<file path="config.mk">
export PLATFORM = sky130hd
export DESIGN_NAME = shift_arbiter
export DESIGN_NICKNAME = d
export VERILOG_FILES = /design/src/rtl/shift_arbiter.sv
export SDC_FILE = /design/constraint.sdc
export NUM_CORES = 1
export LEC_CHECK = 0
export CAP_MARGIN = 10
export CORE_MARGIN = 2
export CORE_UTILIZATION = 45
export DETAILED_ROUTE_END_ITERATION = 8
export HOLD_SLACK_MARGIN = 0.02
export PLACE_DENSITY = 0.7
export REMOVE_ABC_BUFFERS = 1
export SLEW_MARGIN = 15
export SYNTH_ARGS = -nofsm -noshare
export SYNTH_HDL_FRONTEND = slang
export SYNTH_SLANG_ARGS = --single-unit
</file>
<file path="constraint.sdc">
create_clock -name i_clk -period 3.5 [get_ports i_clk]
set_clock_uncertainty 0.05 [all_clocks]
set_input_delay 0.35 -clock i_clk [delete_from_list [all_inputs] [get_ports i_clk]]
set_output_delay 0.35 -clock i_clk [all_outputs]
set_load 0.01 [all_outputs]
</file>
<file path="src/rtl/shift_arbiter.sv">
// ---------------------------------------------------------------------------
// shift_arbiter
//
// Purpose:
//   Two requesters share one XLEN-bit shifter. Requester 0 is typically the
//   execute-stage ALU and requester 1 the load/store byte-alignment logic.
//   A round-robin arbiter grants one request per cycle through a valid/ready
//   handshake. The granted request is shifted and captured in a single result
//   register, together with the ID of the requester that owns it. The result
//   is presented one cycle after acceptance and is held until the consumer
//   takes it.
//
// Optional feature:
//   SHIFT_ARB_STATS_EN - when defined, adds saturating 16-bit grant counters
//   per requester (o_gnt0_cnt, o_gnt1_cnt). They are cleared by i_rst and are
//   not affected by i_flush.
//
// Ports:
//   i_clk                   system clock, rising edge
//   i_rst                   synchronous active-high reset
//   i_flush                 synchronous flush, drops the held result
//   i_reqN_valid            requester N has a request (N = 0, 1)
//   o_reqN_ready            requester N accepted this cycle (combinational)
//   i_reqN_a                requester N operand
//   i_reqN_shamt            requester N shift amount
//   i_reqN_type             requester N op: 00 SLL, 01 SRL, 10 SRA, 11 pass
//   o_rsp_valid             result register holds a valid result
//   i_rsp_ready             consumer takes the result this cycle
//   o_rsp_id                requester that owns o_rsp_data
//   o_rsp_data              shift result
//   o_gnt0_cnt, o_gnt1_cnt  grant counters (SHIFT_ARB_STATS_EN only)
// ---------------------------------------------------------------------------
module shift_arbiter #(
  parameter int XLEN = 32,
  parameter int SHW  = 5
) (
  input  logic            i_clk,
  input  logic            i_rst,
  input  logic            i_flush,

  input  logic            i_req0_valid,
  output logic            o_req0_ready,
  input  logic [XLEN-1:0] i_req0_a,
  input  logic [SHW-1:0]  i_req0_shamt,
  input  logic [1:0]      i_req0_type,

  input  logic            i_req1_valid,
  output logic            o_req1_ready,
  input  logic [XLEN-1:0] i_req1_a,
  input  logic [SHW-1:0]  i_req1_shamt,
  input  logic [1:0]      i_req1_type,

  output logic            o_rsp_valid,
  input  logic            i_rsp_ready,
  output logic            o_rsp_id,
  output logic [XLEN-1:0] o_rsp_data
`ifdef SHIFT_ARB_STATS_EN
  ,
  output logic [15:0]     o_gnt0_cnt,
  output logic [15:0]     o_gnt1_cnt
`endif
);

  // -------------------------------------------------------------------------
  // State
  // -------------------------------------------------------------------------
  logic            r_rsp_valid;
  logic            r_rsp_id;
  logic [XLEN-1:0] r_rsp_data;
  logic            r_ptr;        // requester favoured when both are valid

  // -------------------------------------------------------------------------
  // Arbitration
  // -------------------------------------------------------------------------
  logic w_accept;
  logic w_gnt0;
  logic w_gnt1;
  logic w_any_gnt;

  // The output register can take a new result when it is empty or is being
  // drained in this same cycle. Flush and reset block any acceptance.
  assign w_accept = !i_flush && !i_rst && (!r_rsp_valid || i_rsp_ready);

  assign w_gnt0 = w_accept && i_req0_valid && (!i_req1_valid || (r_ptr == 1'b0));
  assign w_gnt1 = w_accept && i_req1_valid && (!i_req0_valid || (r_ptr == 1'b1));
  assign w_any_gnt = w_gnt0 || w_gnt1;

  assign o_req0_ready = w_gnt0;
  assign o_req1_ready = w_gnt1;

  // -------------------------------------------------------------------------
  // Operand selection
  // -------------------------------------------------------------------------
  logic [XLEN-1:0] w_a;
  logic [SHW-1:0]  w_shamt;
  logic [1:0]      w_type;

  assign w_a     = w_gnt1 ? i_req1_a     : i_req0_a;
  assign w_shamt = w_gnt1 ? i_req1_shamt : i_req0_shamt;
  assign w_type  = w_gnt1 ? i_req1_type  : i_req0_type;

  // -------------------------------------------------------------------------
  // Shared logarithmic shifter
  //
  // A single right-shifting barrel serves all three ops. A left shift is a
  // right shift of the bit-reversed operand with the output reversed back.
  // The fill bit is the sign for SRA and zero otherwise.
  // -------------------------------------------------------------------------
  logic            w_left;
  logic            w_fill;
  logic [XLEN-1:0] w_in;
  logic [XLEN-1:0] w_shifted;
  logic [XLEN-1:0] w_result;
  logic [XLEN-1:0] w_stage [SHW+1];

  assign w_left = (w_type == 2'b00);
  assign w_fill = (w_type == 2'b10) && w_a[XLEN-1];

  generate
    for (genvar gi = 0; gi < XLEN; gi++) begin : g_rev
      assign w_in[gi]      = w_left ? w_a[XLEN-1-gi]          : w_a[gi];
      assign w_shifted[gi] = w_left ? w_stage[SHW][XLEN-1-gi] : w_stage[SHW][gi];
    end
  endgenerate

  assign w_stage[0] = w_in;

  generate
    for (genvar gi = 0; gi < SHW; gi++) begin : g_stage
      localparam int STEP = 1 << gi;
      assign w_stage[gi+1] = w_shamt[gi]
                           ? {{STEP{w_fill}}, w_stage[gi][XLEN-1:STEP]}
                           : w_stage[gi];
    end
  endgenerate

  // Op 11 is reserved and passes the operand through untouched.
  assign w_result = (w_type == 2'b11) ? w_a : w_shifted;

  // -------------------------------------------------------------------------
  // Result register and round-robin pointer
  // -------------------------------------------------------------------------
  always_ff @(posedge i_clk) begin
    if (i_rst) begin
      r_rsp_valid <= 1'b0;
      r_rsp_id    <= 1'b0;
      r_rsp_data  <= '0;
      r_ptr       <= 1'b0;
    end else if (i_flush) begin
      // Drop the held result; data, ID and pointer keep their values.
      r_rsp_valid <= 1'b0;
    end else if (w_any_gnt) begin
      r_rsp_valid <= 1'b1;
      r_rsp_id    <= w_gnt1;
      r_rsp_data  <= w_result;
      // Favour the requester that lost (or was idle) on the next conflict.
      r_ptr       <= w_gnt0;
    end else if (i_rsp_ready) begin
      r_rsp_valid <= 1'b0;
    end
  end

  assign o_rsp_valid = r_rsp_valid;
  assign o_rsp_id    = r_rsp_id;
  assign o_rsp_data  = r_rsp_data;

`ifdef SHIFT_ARB_STATS_EN
  // -------------------------------------------------------------------------
  // Saturating grant counters
  // -------------------------------------------------------------------------
  logic [15:0] r_gnt0_cnt;
  logic [15:0] r_gnt1_cnt;

  always_ff @(posedge i_clk) begin
    if (i_rst) begin
      r_gnt0_cnt <= '0;
      r_gnt1_cnt <= '0;
    end else begin
      if (w_gnt0 && (r_gnt0_cnt != 16'hFFFF)) begin
        r_gnt0_cnt <= r_gnt0_cnt + 16'd1;
      end
      if (w_gnt1 && (r_gnt1_cnt != 16'hFFFF)) begin
        r_gnt1_cnt <= r_gnt1_cnt + 16'd1;
      end
    end
  end

  assign o_gnt0_cnt = r_gnt0_cnt;
  assign o_gnt1_cnt = r_gnt1_cnt;
`endif

endmodule
</file>
==> results of run 1 <==
-- flip-flops by register name, summed over array words and instances (netlist names) --
signal / count
o_rsp_valid: 1
o_rsp_id: 1
r_ptr: 1
o_rsp_data: 32
-- per-stage QoR --
| stage | TNS (ns) | power (uW) | hold WS, ns |
|---|---|---|---|
| final | 0 | 2460 | 0.431 |
| after global routing | 0 | 2540 | 0.463 |
| after CTS | 0 | 2400 | 0.429 |
| after detailed placement | -0.218 | 1850 | 0.417 |
| after global placement | -0.0722 | 1860 | 0.425 |
| after floorplan | -40.88 | 1130 | 0.372 |
-- area by class of cell --
cell class,instances,area [sq um]
flip-flops and latches,35,701
clock inverters,3,43.8
fillers,1376,5900
repair buffers,256,2340
multi-input cells,718,5630
inverters,17,63.8
well taps,188,235
clock buffers,5,125
-- critical path: stages --
cell and delay [ns]:
clkdlybuf4s50_1 0.60, or2_1 0.41, o41ai_2 0.32, buf_4 0.22
o32ai_1 0.10, nor3_1 0.62, nor3_1 0.20, o21a_1 0.27
a211oi_2 0.37, a22o_1 0.18
-- synthesized netlist by cell type, types with 4 or more instances --
library cell	count
nand2_1	92
nor2_1	81
a21oi_1	76
mux4_2	68
o21ai_0	51
dfxtp_1	35
buf_2	32
mux2i_1	31
a211oi_1	28
clkbuf_1	27
nor3_1	26
mux2_2	22
nand3_1	22
o211ai_1	20
a221oi_1	18
inv_1	14
o22ai_1	14
a22oi_1	13
a31oi_1	12
buf_4	11
o32ai_1	10
buf_6	8
o221ai_1	8
o31ai_1	7
buf_1	6
nand2b_1	6
o21a_1	6
a41oi_1	5
and2_1	5
or3_1	5
a21boi_0	4
a311oi_1	4
nand4_1	4
nor2b_1	4
nor3_2	4
nor4_1	4
o2111ai_1	4
o21bai_1	4
-- logic make-up (layout without fill, tap and decap cells) --
family,Yosys count,in the layout,synth area share
muxes,122,122,0.309
DFF,35,35,0.103
and+or+nand+nor,271,271,0.183
xor gates and xnor gates,2,2,0.00256
AOI/OAI and AO/OA,323,323,0.326
buffers and inverters,101,281,0.0762
-- layout by cell type, fill, tap and decap left out, drive strengths merged, types with 5 or more instances in the layout --
| master | count |
|---|---|
| nand3 | 23 |
| o221ai | 8 |
| a21boi | 5 |
| a21oi | 77 |
| clkbuf | 5 |
| and2 | 5 |
| nand2 | 92 |
| o31ai | 7 |
| o22ai | 14 |
| a211oi | 30 |
| a41oi | 5 |
| inv | 15 |
| nand2b | 7 |
| or3 | 5 |
| o211ai | 20 |
| nor2 | 83 |
| mux2i | 32 |
| o21a | 6 |
| buf | 138 |
| o41ai | 5 |
| mux4 | 68 |
| nand4 | 5 |
| nor3 | 30 |
| a221oi | 18 |
| o21ai | 56 |
| mux2 | 22 |
| clkdlybuf4s50 | 118 |
| o32ai | 11 |
| dfxtp | 35 |
| a22oi | 13 |
| a31oi | 12 |
-- power breakdown --
part	internal (uW)	switching, uW	total [uW]	leakage [uW]
logic	638	820	1460	0.00298
clock network	337	213	550	0.0000838
registers	433	16.6	449	0.000288
total	1410	1050	2460	0.00335
-- per-layer routing --
layer / share of wire / vias to the layer above / track usage
met4: 0.045 / 0 / 0.146
met1: 0.38 / 4160 / 0.575
met2: 0.43 / 813 / 0.658
met5: 0 / - / 0
met3: 0.15 / 145 / 0.136
li1: - / 3760 / -
-- path summary, 6_finish.rpt --
check	to	slack, ns	cells after the start
max	o_rsp_data[28]	0.04	10
min	o_rsp_id	0.43	2
min reg2reg	o_rsp_id	0.43	2
max reg2reg	o_rsp_data[28]	0.36	10
==> results.json, run 1 <==
{
  "fmax_mhz": 289,
  "die_y_um": 127,
  "htreeDepth": 2,
  "routedWlPerCell_um": 28.8,
  "maxCapViolations": 0,
  "fin_crit_sh": 0.990,
  "initial_core_util": 0.455,
  "cts.sinks": 35,
  "critPathArrivalTime_ns": 3.65,
  "holdCritPathClass": "register to register",
  "ant_nets": 0,
  "synth-edff-count": 0,
  "synth_top_area_frac": 0.224,
  "grt_max_degree": 37,
  "final-setup-viol-count": 0,
  "clockBufferDepth": 2,
  "fin_cells": 1222,
  "start_kind": "input pin",
  "cp_max_fo": 8,
  "synth_cell_type_count": 80,
  "cts-root-buf": "clkbuf_16",
  "critPathRequiredTime_ns": 3.68,
  "yosys_warnings": 0,
  "place_congestion": 1.10,
  "syn_area_sq_mm": 0.00683,
  "reg2reg_from": "r_ptr",
  "rsz0062_at_grt": "no",
  "end_kind": "register",
  "grt-ovfl-total": 0,
  "min_period_ns": 3.46,
  "final_cell_area_sq_mm": 0.00913,
  "holdCritStartpoint": "o_rsp_id",
  "irDropWorstVdd_v": 0.000230,
  "die_w_um": 127,
  "io_pins": 120,
  "clk_latency_ns": 0.30,
  "synth_area_leaders": "mux4_2, dfxtp_1, a21oi_1",
  "dpl_cell_area_sq_mm": 0.00896,
  "finalCoreUtilization": 0.608,
  "dp_hpwl_um": 28000,
  "num_rows": 45,
  "worstMarginPinSlew_ns": 0.784,
  "area_delta_synth_final_pct": 33.7,
  "synth-seq-cells": 35,
  "p_per_area_mw_per_mm2": 269,
  "worstSetupStartpoint": "i_rst",
  "vias_per_cell": 7.27,
  "p_leak_uw": 0.00335,
  "finalWorstSetupSlack_ns": 0.0363,
  "placedCellCount": 1214,
  "grt_pass1_wl_um": 52200,
  "place_ws_ns": -0.0698,
  "post_cts_buffers": 0,
  "drv_slew": 0,
  "cts_buffers": 5,
  "syn_avg_cell_area_sq_um": 8.00,
  "drt-pass1-iter-count": 7,
  "antenna_found_initial": 0,
  "cts.clk_slew.worst_paths_ns": 0.07,
  "antenna_cells_inserted": 0,
  "grt_pass1_vias": 8143,
  "drtIter0Drc": 1516,
  "vias": 8878,
  "grt_usage": 0.429,
  "hold_viol": 0,
  "relSlewSlack": 0.473,
  "drc": 0,
  "floorplan.die_area_sq_mm": 0.0162,
  "core_area_sq_mm": 0.0150,
  "synth_area_leader_cell": "mux4_2",
  "synthArstFlopShare": 0,
  "cts_tree": "done",
  "crit_type": "input pin to register",
  "ys_seq_area_frac": 0.103,
  "nNetsFinal": 1117,
  "synth_flop_cell": "dfxtp_1",
  "drive_gt1_frac": 0.257,
  "postCtsHoldBufs": 0,
  "cts_resized": 0,
  "outcome": "completed",
  "drt-total-wl_um": 35200,
  "netlist_instances": 854,
  "port_buffers": 119
}
Power figures use the tool's default switching activity.
==> run 2, diff against run 1 <==
Settings changed: CTS_CLUSTER_SIZE set to 25.
==> results of run 2 <==
No change in the layout: final DEF, timing and power equal those of run 1.
==> run 3, diff against run 2 <==
Settings changed: CAP_MARGIN 10 to unset, SKIP_LAST_GASP set to 1.
==> results of run 3 <==
No change in the layout: final DEF, timing and power equal those of run 1.
